File: src/rtl/sync_evt_arb_pkg.sv
// sync_evt_arb shared types: FSM states, warm-up counter width and
// the round-robin search helper used by the arbiter.
package sync_evt_arb_pkg;

    typedef enum logic {
        IDLE  = 1'b0,
        OFFER = 1'b1
    } state_t;

    localparam int WU_W  = 8;
    localparam int MAX_N = 64;

    // First set bit of req searching from (ptr+1) mod n upward with wrap.
    // Walking offsets downward lets the smallest offset win last.
    function automatic int rr_next(
        input logic [MAX_N-1:0] req,
        input int               n,
        input int               ptr
    );
        logic [5:0] idx;
        rr_next = ptr;
        for (int k = MAX_N; k >= 1; k--) begin
            idx = 6'((ptr + k) % n);
            if (k <= n && req[idx]) begin
                rr_next = int'(idx);
            end
        end
    endfunction

endpackage

File: src/rtl/sync_evt_arb_sync_bit.sv
// sync_bit: SYNC_STAGES-deep flop chain bringing one asynchronous
// line into the clk_i domain; synchronous reset clears the chain.
module sync_bit #(
    parameter int SYNC_STAGES = 2
) (
    input  logic i_clk,
    input  logic i_rst,
    input  logic i_d,
    output logic o_q
);

    logic [SYNC_STAGES-1:0] r_chain;

    // Shift the raw line through the chain; oldest stage is the output.
    always_ff @(posedge i_clk) begin
        if (i_rst) begin
            r_chain <= '0;
        end else begin
            r_chain <= {r_chain[SYNC_STAGES-2:0], i_d};
        end
    end

    assign o_q = r_chain[SYNC_STAGES-1];

endmodule

File: src/rtl/sync_evt_arb.sv
// sync_evt_arb: synchronizes N event lines, latches edges as pending
// requests, serializes them round-robin onto one valid/ready port.
// Define SYNC_EVT_ARB_BOTHEDGE_EN to make falling edges events too.
module sync_evt_arb
    import sync_evt_arb_pkg::*;
#(
    parameter  int N           = 4,
    parameter  int SYNC_STAGES = 2,
    localparam int IDW         = $clog2(N)
) (
    input  logic           clk_i,
    input  logic           rst_i,
    input  logic [N-1:0]   evt_i,
    output logic           evt_valid_o,
    output logic [IDW-1:0] evt_id_o,
    input  logic           evt_ready_i,
    output logic [N-1:0]   pend_o,
    output logic           ovf_o
);

    logic [N-1:0]    w_sync;
    logic [N-1:0]    w_edge;
    logic [N-1:0]    w_clr;
    logic [N-1:0]    r_hist;
    logic [N-1:0]    r_pend;
    logic [WU_W-1:0] r_wu;
    logic            w_wu_done;
    logic            w_take;
    logic [IDW-1:0]  w_pick;
    logic [IDW-1:0]  r_ptr;
    logic [IDW-1:0]  r_id;
    logic            r_valid;
    logic            r_ovf;
    state_t          r_state;

    for (genvar g = 0; g < N; g++) begin : g_sync
        sync_bit #(
            .SYNC_STAGES(SYNC_STAGES)
        ) u_sync (
            .i_clk(clk_i),
            .i_rst(rst_i),
            .i_d  (evt_i[g]),
            .o_q  (w_sync[g])
        );
    end

    assign w_wu_done = (r_wu == WU_W'(SYNC_STAGES + 1));

    // Edges are masked until the chains have flushed after reset.
    always_comb begin
        w_edge = '0;
        if (w_wu_done) begin
`ifdef SYNC_EVT_ARB_BOTHEDGE_EN
            w_edge = w_sync ^ r_hist;
`else
            w_edge = w_sync & ~r_hist;
`endif
        end
    end

    // Pick the next request; a pick happens from IDLE or on handshake.
    always_comb begin
        w_pick = IDW'(rr_next(MAX_N'(r_pend), N, int'(r_ptr)));
        w_take = 1'b0;
        case (r_state)
            IDLE:    w_take = |r_pend;
            OFFER:   w_take = evt_ready_i & (|r_pend);
            default: w_take = 1'b0;
        endcase
        w_clr = w_take ? (N'(1) << w_pick) : '0;
    end

    // Edge history follows the synced value; warm-up counter saturates.
    always_ff @(posedge clk_i) begin
        if (rst_i) begin
            r_hist <= '0;
            r_wu   <= '0;
        end else begin
            r_hist <= w_sync;
            if (!w_wu_done) begin
                r_wu <= r_wu + 1'b1;
            end
        end
    end

    // New edges win over a same-cycle clear; re-edge on pending flags ovf.
    always_ff @(posedge clk_i) begin
        if (rst_i) begin
            r_pend <= '0;
            r_ovf  <= 1'b0;
        end else begin
            r_pend <= (r_pend & ~w_clr) | w_edge;
            if (|(w_edge & r_pend & ~w_clr)) begin
                r_ovf <= 1'b1;
            end
        end
    end

    // Offer FSM: outputs held stable until the consumer takes the event.
    always_ff @(posedge clk_i) begin
        if (rst_i) begin
            r_state <= IDLE;
            r_valid <= 1'b0;
            r_id    <= '0;
            r_ptr   <= IDW'(N - 1);
        end else begin
            case (r_state)
                IDLE: begin
                    if (w_take) begin
                        r_id    <= w_pick;
                        r_ptr   <= w_pick;
                        r_valid <= 1'b1;
                        r_state <= OFFER;
                    end
                end
                OFFER: begin
                    if (evt_ready_i) begin
                        if (w_take) begin
                            r_id  <= w_pick;
                            r_ptr <= w_pick;
                        end else begin
                            r_valid <= 1'b0;
                            r_state <= IDLE;
                        end
                    end
                end
                default: r_state <= IDLE;
            endcase
        end
    end

    assign evt_valid_o = r_valid;
    assign evt_id_o    = r_id;
    assign pend_o      = r_pend;
    assign ovf_o       = r_ovf;

endmodule
File: config.mk
export PLATFORM = sky130hd
export DESIGN_NAME = sync_evt_arb
export DESIGN_NICKNAME = d
export VERILOG_FILES = /design/src/rtl/sync_evt_arb_pkg.sv /design/src/rtl/sync_evt_arb_sync_bit.sv /design/src/rtl/sync_evt_arb.sv
export SDC_FILE = /design/constraint.sdc
export NUM_CORES = 1
export LEC_CHECK = 0
export CAP_MARGIN = 20
export CORE_UTILIZATION = 48
export DETAILED_ROUTE_END_ITERATION = 12
export GPL_TIMING_DRIVEN = 0
export PLACE_DENSITY_LB_ADDON = 0.2
export SLEW_MARGIN = 15
export SYNTH_ARGS = -nofsm -noshare
export SYNTH_HDL_FRONTEND = slang
export SYNTH_HIERARCHICAL = 1
export SYNTH_SLANG_ARGS = --single-unit
File: constraint.sdc
create_clock -name clk_i -period 1.89 [get_ports clk_i]
set_input_delay 0.2835 -clock clk_i [delete_from_list [all_inputs] [get_ports clk_i]]
set_output_delay 0.2835 -clock clk_i [all_outputs]
set_load 0.01 [all_outputs]
==> flow_summary.json, run 1 <==
{
  "cts.clk_slew.worst_paths_ns": 0.10,
  "hold_viol_final": 0,
  "nets": 166,
  "drtIter0Drc": 23,
  "cp_max_fo": 5,
  "synth_fa_ha_area_share_pct": 1.011,
  "rsz0062_at_grt": "true",
  "clkPwrFrac_pct": 34.7,
  "antenna_left": 0,
  "cts.sinks": 31,
  "synth_top_area_share_pct": 50.15,
  "hp-class": "flip-flop to flip-flop",
  "seqPwrFrac_pct": 52.2,
  "crit_type": "flip-flop to flip-flop",
  "crit_required_ns": 2.16,
  "gp_congestion": 0.8090,
  "swShare_pct": 24.26,
  "p_switching_uw": 336.7,
  "synth-xor-area-share_pct": 4.954,
  "antenna_found_initial": 0,
  "row_count": 18,
  "finalCritPeriodShare_pct": 99.37,
  "drv_cap": 0,
  "yosys_register_bits": 31,
  "end_kind": "flip-flop",
  "setup_viol": 0,
  "fmax_mhz": 532.5,
  "syn_inst": 130,
  "drc_errors": 0,
  "clkLatencyLatePin_ns": 0.33,
  "min_from": "g_sync[3].u_sync/r_chain[0]",
  "synthTopCellsByArea": "dfxtp_1, nor2b_1, nor2_1, xor2_1, nand2b_1",
  "synth-edff-count": 0,
  "max-slew-margin-rel_pct": 68.82,
  "worstMarginPinSlew_ns": 0.4677,
  "period_minus_slack_ns": 1.878,
  "mostFrequentLayoutCell": "dfxtp_1",
  "power_density_mw_per_mm2": 876.3,
  "fp.coreArea_sq_mm": 0.002455,
  "cp_cell_sequence": "ha_4, or4b_4, nor4_4, buf_4, o2111a_1, nor3_1, o22ai_1",
  "portBuffers": 14,
  "dr.pass1.iters": 4,
  "via_count": 1005,
  "mostFrequentLayoutCells": "dfxtp_1, nor2_1, nor2b_1",
  "leakagePower_nw": 0.6247,
  "ys_warn_count": 6,
  "synth.mux.area_fraction_pct": 0.8089,
  "yosysUniqueCellTypes": 37,
  "synth-async-reset-ratio_pct": 0,
  "drive_gt1_share_pct": 15.09,
  "grt_pass1_wl_mm": 4.098,
  "status": "finished clean",
  "cts_buffer_depth": 2,
  "vias_per_cell": 5.317,
  "grt_pass1_vias": 903,
  "chipWidth_um": 52.78,
  "die-height_um": 52.78,
  "cts_root_buf": "clkbuf_4",
  "yosysTopAreaCell": "dfxtp_1",
  "slowest_stage": "or4b_4",
  "synth-compound-area-share_pct": 12.13,
  "p_comb_share_pct": 13.1,
  "timing.rr.start": "r_wu[0]",
  "crit_path_start": "r_wu[0]",
  "gr-total-overflow": 0,
  "die-area_sq_mm": 0.002785,
  "intPower_mw": 1.051,
  "skew_ns": 0.01245,
  "maxSlewViolCount": 0,
  "synth_top_family_by_area": "simple AND/OR/NAND/NOR gates",
  "synth-main-ff-cell": "dfxtp_1",
  "setup-tns-final_ns": 0,
  "grt_usage_pct": 21.17,
  "drt-total-wl_mm": 2.397,
  "avgRoutedWirePerCell_um": 12.68,
  "crit_family": "simple AND/OR/NAND/NOR gates",
  "whs_ns": 0.4352,
  "cts_tree": "done",
  "area_delta_synth_final_pct": 28.01,
  "dp_hpwl_mm": 1.585,
  "cpPeakStageDelay_ns": 0.47,
  "ir_drop_mv": 0.6391,
  "synth_nets": 138,
  "yosysSeqAreaShare_pct": 50.15,
  "critical_path.n_buffers_inverters": 1,
  "grt_max_degree": 11,
  "cp-start-kind": "flip-flop",
  "synthSimpleGateAreaFrac_pct": 29.42,
  "htree_levels": 2,
  "cts_buffers": 5,
  "syn_area_per_cell_sq_um": 9.519,
  "fillers": 211,
  "syn-cell-area_sq_mm": 0.001237,
  "initial_core_util_pct": 50.41,
  "cp.arrival_ns": 2.15,
  "diodes": 0,
  "ioPinCount": 15,
  "final_util_pct": 64.53
}
## registers in the layout, indices dropped and copies added (netlist names)
| register | count |
|---|---|
| ovf_o | 1 |
| g_sync.u_sync/r_chain | 8 |
| evt_id_o | 2 |
| pend_o | 4 |
| evt_valid_o | 1 |
| r_state | 1 |
| r_hist | 4 |
| r_wu | 8 |
| r_ptr | 2 |
## through the flow
stage | instance area, sq um | total power [mW] | std cells | worst slack (ns)
final | 1584 | 1.388 | 189 | 0.01195
after global placement | 1444 | 0.8789 | 174 | -0.3611
after global routing | 1584 | 1.463 | 189 | -0.09127
after CTS | 1554 | 1.382 | 185 | 0.007871
after detailed placement | 1444 | 0.8848 | 174 | -0.3504
after floorplan | 1266 | 0.8326 | 130 | -0.1432
## worst register-to-register path, stage by stage (launching register included)
cell and delay (ns):
dfxtp_4 0.39, ha_4 0.14, or4b_4 0.47, nor4_4 0.26
buf_4 0.20, o2111a_1 0.19, nor3_1 0.05, o22ai_1 0.14
## cell families (layout without fill, tap and decap cells)
family | after synthesis | count (layout)
adder cells (fa/ha/maj) | 1 | 1
buffers and inverters | 5 | 34
AO/OA/AOI/OAI | 22 | 22
XOR/XNOR | 7 | 7
flip-flops | 31 | 31
multiplexers | 1 | 1
AND/OR/NAND/NOR | 63 | 63
## layout make-up
type / instances / area (sq um) / share of cell area (%)
clock buffer: 7 / 76.32 / 4.818
timing repair buffer: 21 / 192.7 / 12.16
sequential: 31 / 628.1 / 39.65
multi-input combinational: 94 / 625.6 / 39.49
clock inverter: 1 / 5.005 / 0.3160
inverter: 3 / 11.26 / 0.7109
tap: 30 / 37.54 / 2.370
buffer: 2 / 7.507 / 0.4739
## power groups by stage
stage / registers (mW) / logic (mW) / clock network [mW]
2_1_floorplan: 0.737 / 0.0959 / 0
3_3_place_gp: 0.739 / 0.140 / 0
3_5_place_dp: 0.740 / 0.144 / 0
4_1_cts: 0.726 / 0.155 / 0.501
5_1_grt: 0.728 / 0.207 / 0.528
6_report: 0.724 / 0.182 / 0.482
## Yosys cell counts, drive strengths merged (2+ instances only)
cell / n
nor4: 2
xor2: 6
nand2b: 6
inv: 3
and3: 2
dfxtp: 31
nand3b: 2
nor2b: 15
a21oi: 6
nor2: 16
o21ai: 6
a311oi: 2
nand3: 7
nand2: 5
nor3: 3
## repair_timing
action | in CTS | in global routing
gates resized for setup | 1 | 0
setup endpoints to repair | 12 | 10
pin swaps | 1 | 2
buffers inserted | 3 | 4
hold buffers | 0 | 0
## final timing paths
| check | endpoint | slack (ns) | depth (start not counted) |
|---|---|---|---|
| setup / recovery | ovf_o | 0.01 | 7 |
| hold / removal | g_sync[3].u_sync/r_chain[1] | 0.44 | 1 |
| setup reg to reg | ovf_o | 0.01 | 7 |
| hold reg to reg | g_sync[3].u_sync/r_chain[1] | 0.44 | 1 |
## per-layer routing
layer  up-vias  part of all wire (%)  GRT usage, %
met5         -                     0             0
met1       463                    46         27.30
met2        29                    47         30.38
met4         0                   1.4         8.333
li1        509                     -             -
met3         4                   5.5         9.565
Note: power is estimated with default switching activity, not from simulation.
==> inputs of run 2 (changes only) <==
--- a/config.mk
+++ b/config.mk
@@ -5,11 +5,13 @@
 export SDC_FILE = /design/constraint.sdc
 export NUM_CORES = 1
 export LEC_CHECK = 0
+export ABC_CLOCK_PERIOD_IN_PS = 1890
 export CAP_MARGIN = 20
 export CORE_UTILIZATION = 48
 export DETAILED_ROUTE_END_ITERATION = 12
 export GPL_TIMING_DRIVEN = 0
 export PLACE_DENSITY_LB_ADDON = 0.2
+export SKIP_LAST_GASP = 1
 export SLEW_MARGIN = 15
 export SYNTH_ARGS = -nofsm -noshare
 export SYNTH_HDL_FRONTEND = slang
==> results of run 2 <==
Final layout, timing and power as in run 1 (identical DEF).
==> inputs of run 3 (changes only) <==
--- a/config.mk
+++ b/config.mk
@@ -12,7 +12,6 @@
 export GPL_TIMING_DRIVEN = 0
 export PLACE_DENSITY_LB_ADDON = 0.2
 export SKIP_LAST_GASP = 1
-export SLEW_MARGIN = 15
 export SYNTH_ARGS = -nofsm -noshare
 export SYNTH_HDL_FRONTEND = slang
 export SYNTH_HIERARCHICAL = 1
==> results of run 3 <==
Final layout, timing and power as in run 1 (identical DEF).
